===== src/rtl/iiitb_sync_fifo.sv =====
`default_nettype none
// ============================================================================
// Module      : iiitb_sync_fifo
// Description : Single-clock circular-buffer FIFO with registered full/empty.
// Revision    : 1.0 - initial release
// ============================================================================
module iiitb_sync_fifo #(
  parameter int DATA_WIDTH = 8,
  parameter int DEPTH      = 16,
  parameter int ADDR_WIDTH = 4
) (
  input  logic                  CLK,
  input  logic                  RSTn,
  input  logic                  write,
  input  logic                  read,
  input  logic [DATA_WIDTH-1:0] iData,
  output logic [DATA_WIDTH-1:0] oData,
  output logic                  full,
  output logic                  empty
);

  localparam logic [ADDR_WIDTH:0]   c_full_count = (ADDR_WIDTH+1)'(DEPTH);
  localparam logic [ADDR_WIDTH:0]   c_cnt_one    = (ADDR_WIDTH+1)'(1);
  localparam logic [ADDR_WIDTH:0]   c_cnt_zero   = '0;
  localparam logic [ADDR_WIDTH-1:0] c_ptr_one    = ADDR_WIDTH'(1);

  logic [DATA_WIDTH-1:0] r_mem [DEPTH];
  logic [ADDR_WIDTH-1:0] r_wr_ptr;
  logic [ADDR_WIDTH-1:0] r_rd_ptr;
  logic [ADDR_WIDTH:0]   r_count;
  logic [ADDR_WIDTH:0]   w_count_nxt;
  logic                  w_wr_en;
  logic                  w_rd_en;

  // Accepts are qualified by the registered flags, so a write while full or a
  // read while empty is dropped regardless of the other request.
  assign w_wr_en = write & ~full;
  assign w_rd_en = read  & ~empty;

  always_comb begin
    w_count_nxt = r_count;
    case ({w_wr_en, w_rd_en})
      2'b10:   w_count_nxt = r_count + c_cnt_one;
      2'b01:   w_count_nxt = r_count - c_cnt_one;
      default: w_count_nxt = r_count;
    endcase
  end

  // Storage carries no reset; stale words are unreachable once pointers clear.
  always_ff @(posedge CLK) begin
    if (w_wr_en) begin
      r_mem[r_wr_ptr] <= iData;
    end
  end

  always_ff @(posedge CLK or negedge RSTn) begin
    if (!RSTn) begin
      r_wr_ptr <= '0;
      r_rd_ptr <= '0;
      r_count  <= '0;
      oData    <= '0;
      full     <= 1'b0;
      empty    <= 1'b1;
    end else begin
      if (w_wr_en) begin
        r_wr_ptr <= r_wr_ptr + c_ptr_one;
      end
      if (w_rd_en) begin
        oData    <= r_mem[r_rd_ptr];
        r_rd_ptr <= r_rd_ptr + c_ptr_one;
      end
      r_count <= w_count_nxt;
      full    <= (w_count_nxt == c_full_count);
      empty   <= (w_count_nxt == c_cnt_zero);
    end
  end

endmodule
`default_nettype wire


===== config.mk =====
export PLATFORM = sky130hd
export DESIGN_NAME = iiitb_sync_fifo
export DESIGN_NICKNAME = d
export VERILOG_FILES = /design/src/rtl/iiitb_sync_fifo.sv
export SDC_FILE = /design/constraint.sdc
export NUM_CORES = 1
export LEC_CHECK = 0
export ABC_AREA = 1
export CORE_ASPECT_RATIO = 0.5
export CORE_MARGIN = 1
export CORE_UTILIZATION = 55
export CTS_CLUSTER_SIZE = 28
export DETAILED_ROUTE_END_ITERATION = 8
export PLACE_DENSITY = 0.74
export SLEW_MARGIN = 20
export SYNTH_ARGS = -nofsm -noshare
export SYNTH_HDL_FRONTEND = slang
export SYNTH_SLANG_ARGS = --single-unit

===== constraint.sdc =====
create_clock -name CLK -period 2.2 [get_ports CLK]
set_input_delay 0.33 -clock CLK [delete_from_list [all_inputs] [get_ports CLK]]
set_output_delay 0.33 -clock CLK [all_outputs]
set_load 0.01 [all_outputs]

# After elaboration in Yosys (flattened, before gate mapping)
# Memory sizes are Yosys's and may differ from the RTL's. A register that Yosys moved wholly into a read port is not among the register bits.
# Cells that the tools add are included.
[op_classes] addsub=4 n_eq_ne=3 muxes=3 bitwise_logic=4 reduce_logical=2
[ops] operator="case mux 5 bit (2 select lines)" n=1
[ops] operator="adder 4 x 1 -> 4 bit, second input constant" n=2
[ops] operator="adder 5 x 1 -> 5 bit, second input constant" n=1
[ops] operator="equality test 5 bit, second input constant" n=1
[ops] operator="zero test 5 bit" n=1
[ops] operator="subtractor 5 x 1 -> 5 bit, second input constant" n=1
[ops] operator="bitwise AND 1 bit" n=2
[ops] operator="equality test 2 x 1 -> 1 bit, second input constant" n=1
[ops] operator="equality test 2 bit, second input constant" n=1
[ops] operator="2-to-1 mux 1 bit" n=2
[ops] operator="NOT 1 bit" n=2
[ops] operator="zero test 1 bit" n=1
[totals] reg_bits=15 mem_bits_rw=128 input_bits=12 out_inout_bits=10 elab_cells=22 memories=1
[memory_table] memory="r_mem" depth=16 width=8 read_ports=1 rd_clocked_by_memory_dff=1 wr=1 line="27" rtl="logic [DATA_WIDTH-1:0] r_mem [DEPTH];"

# Longest topological paths before layout
[logic_depth] word_depth=5 depth_mapped=17 ltp_nobuf=17

# Worst setup path after synthesis
# OpenSTA, ideal clock, no wires.
[synth_timing] kind="flip-flop to flip-flop" startpoint="register empty" endpoint="register empty" setup_time_ns=0.067 t_arrival_ns=2.182 required_ns=2.133 path_slack_ns=-0.049 stages_incl_launch_ff=13 n_path_buf=1 period_less_slack_ns=2.249 cell_sequence="dfstp_2 nor2_1 clkbuf_1 ha_1 nand2_1 inv_1 nor2_1 ha_1 o21ai_0 nand2_1 nor2_1 nand3_1 nor2_1"
[synth_between] elab_chain_len=5 elab_cells_between_ends=6 classes_between="eq/ne (2); mux (1); bitwise (2); reduce/logical (1)"
[synth_rtl] element="from (decl)" line="19" rtl="output logic empty"
[synth_rtl] element="from (signal assigned)" line="74" rtl="empty <= (w_count_nxt == c_cnt_zero);"
[synth_rtl] element="NOT 1 bit (*)" line="38" rtl="assign w_rd_en = read & ~empty;"
[synth_rtl] element="bitwise AND 1 bit (*)" line="38"
[synth_rtl] element="equality test 2 x 1 -> 1 bit or equality test 2 bit (tied branches)" line="42" rtl="case ({w_wr_en, w_rd_en})"
[synth_rtl] element="case mux 5 bit (2 select lines) (*)" line="42"
[synth_rtl] element="zero test 5 bit (*)" line="74"
# Every way passes the cells marked *; elsewhere a longest branch is shown, timed or not.
# A chain may end at the register's enable or synchronous reset.

# Worst setup path after layout
# Ends and elaborated chain as after synthesis.

==> qor.yml <==
sta:
  final-max-slew-violation-count: 0
  tightest_slew_ns: 0.716
  finClkSkew_ns: 0.0116
  worst_slack_ns: 0.247
  hold_viol: 0
  fin_crit_sh: 0.888
  rsz0062_at_grt: "false"
  min_period_ns: 1.95
  max_freq_mhz: 512
  holdWs_ns: 0.276
  setup_viol: 0
  maxSlewHeadroom: 0.521
critical_path:
  start_kind: "flop"
  setup.worst_path.class: "flop to flop"
  cp.required_ns: 2.56
  critical-path-top-delay-family: "simple AND/OR/NAND/NOR gates"
  reg2reg_setup_slack_ns: 0.25
  reg2reg_to: "empty"
  rr_startpoint: "empty"
  critPathBufInv: 2
  endpoint_kind: "flop"
  slowest_delay_ns: 0.54
  worst-endpoint-arrival_ns: 2.31
  reg2reg_depth: 10
  cp_cell_sequence: "nor2_1 -> buf_4 -> ha_1 -> inv_2 -> or2_1 -> o21ai_2 -> nand2_1 -> nor2_1 -> nand3_1 -> nor2_1"
  cp_slowest_cell: "dfstp_2"
  cpMostUsedCell: "nor2_1"
  critPathMaxFanout: 15
floorplan:
  io-pin-count: 22
  die_h_um: 77.8
  die_width_um: 154
  core-area_um2: 11100
  std_cell_rows: 27
  start_util: 0.570
  die_area_um2: 11900
placement:
  placedCellCount: 738
  placed_area_um2: 6810
  port_buffers: 21
  place_hpwl_um: 8530
  dp_slack_ns: -0.287
  place_congestion: 0.790
finish:
  drive_gt1_frac: 0.109
  area_growth_pct: 17.1
  final_nets: 633
  fin_cells: 770
  final_area_um2: 7390
  final.fill_count: 756
  fin_util: 0.667
  n_antenna_cell: 0
yosys:
  synth_flop_cell: "edfxtp_1"
  synth_seq_cells: 151
  synth-edff-count: 128
  synth_nets: 587
  avgSynthCellArea_um2: 11.2
  synth_seq_area_share: 0.700
  ys_types: 22
  synth_common_cells: "nand2_1, edfxtp_1, nand3_1, nor2_1, dfrtp_1"
  synth_warnings: 0
  synth.area.top_cells: "edfxtp_1, nand2_1, dfrtp_1"
  netlist_area_um2: 6320
  yosysTopAreaCell: "edfxtp_1"
  synthCells: 566
  synth_top_area_share: 0.609
  async_reset_ff_frac: 0.152
  synth.most_common_cell: "nand2_1"
drt:
  wl_um: 14000
  ant_nets: 0
  wl_per_cell_um: 18.2
  avgViaCountPerCell: 5.56
  drc_errors: 0
  drt-initial-drc-count: 495
  num_vias: 4285
  dr.pass1.iters: 6
clock_tree:
  worstSkewPairLatency_ns: 0.42
  cts_tree: "built"
  cts_buffers: 17
  cts_root_buf: "clkbuf_16"
  cts_sinks: 151
  path_clk_slew_ns: 0.06
  post-cts-setup-buffers: 0
  htree_levels: 4
  clockBufferDepth: 2
power:
  irDropWorstVdd_v: 0.000688
  total_leakage_power_nw: 2.92
  power.density_nw_per_um2: 1370
grt:
  met3_usage: 0.0592
  grt_pass1_vias: 4022
  grt_use_met1: 0.381
  met2_usage: 0.380
  grt-ovfl-total: 0
  antenna_found_initial: 0
  busiest_layer: "met1"
  grt_use_total: 0.256
  grt_pass1_wl_um: 22000
  grt_max_degree: 65
run:
  max-cap-violations: 0
status:
  status: "completed"
worst_hold_path:
  hp-class: "input port to async pin"
## cells in the final DEF (no fill, tap or decap)
master / n
nand2_1: 190
edfxtp_1: 128
nand3_1: 103
buf_4: 30
nor2_1: 29
inv_1: 21
dfrtp_1: 21
clkdlybuf4s50_1: 21
a21oi_1: 17
clkbuf_16: 17
xor2_1: 8
ha_1: 8
clkinv_1: 4
inv_6: 4
clkinvlp_4: 3
nor2_2: 2
inv_2: 2
o21ai_0: 2
nand4_1: 2
bufinv_16: 2
clkinv_4: 2
o21bai_1: 1
or2_1: 1
o21ai_2: 1
ha_2: 1
clkinv_2: 1
clkbuf_1: 1
dfstp_2: 1
buf_12: 1
dfrtp_2: 1
## flip-flops by register name, summed over array words and instances (netlist names)
register / flops
empty: 1
full: 1
oData: 8
r_count: 5
r_mem: 128
r_rd_ptr: 4
r_wr_ptr: 4
## logic make-up after synthesis
logic type / count (synthesis) / synth area share
adder cells (fa/ha/maj): 9 / 0.0178
XOR/XNOR: 8 / 0.0111
buffers and inverters: 50 / 0.0378
AO/OA/AOI/OAI: 21 / 0.0170
AND/OR/NAND/NOR: 327 / 0.216
flip-flops: 151 / 0.700
## through the flow
step,setup TNS (ns),power [W]
after floorplan,0,0.00609
after global placement,-0.440,0.00721
after detailed placement,-0.802,0.00730
after CTS,0,0.0101
after global routing,0,0.0107
final,0,0.0102
## per-layer routing
metal  vias to the layer above  part of all wire
li1                       2025                 -
met1                      2094              0.46
met2                       156              0.46
met3                        10             0.074
met4                         0            0.0062
met5                         -                 0
## where the power goes
| group | total [W] | internal (W) | switching, W | leakage, nW |
|---|---|---|---|---|
| logic | 0.00353 | 0.00116 | 0.00237 | 1.22 |
| registers | 0.00380 | 0.00357 | 0.000225 | 1.42 |
| clock network | 0.00284 | 0.00168 | 0.00116 | 0.273 |
| total | 0.0102 | 0.00641 | 0.00376 | 2.92 |
## cell type report
cell class              instances  area, µm²  area share
clock inverters                14        148      0.0200
clock buffers                  18        429      0.0580
flip-flops and latches        151       4420       0.598
inverters                      25       93.8      0.0127
well taps                     145        181      0.0245
repair buffers                 52        455      0.0616
multi-input cells             365       1670       0.225
## worst register-to-register path, delay by kind of cell, from the launching register on
family | cells | cell delay (ns)
flops | 1 | 0.54
buf+inv | 2 | 0.23
compound gates | 1 | 0.08
fa+ha+maj | 1 | 0.38
simple gates | 6 | 0.65
## worst max path at each step
| stage | depth (start not counted) | slack [ns] | startpoint | endpoint |
|---|---|---|---|---|
| final | 10 | 0.25 | empty | empty |
| after global placement | 14 | -0.18 | write | empty |
| after CTS | 11 | 0.09 | empty | empty |
| after global routing | 15 | 0.02 | full | empty |
| after detailed placement | 14 | -0.29 | write | empty |
| after floorplan | 12 | 0.06 | empty | empty |
## what timing repair did
action | CTS | global route
gates resized for setup | 0 | 4
hold buffers | 0 | 0
endpoints found under the setup margin | 0 | 2
Power figures use the tool's default switching activity.
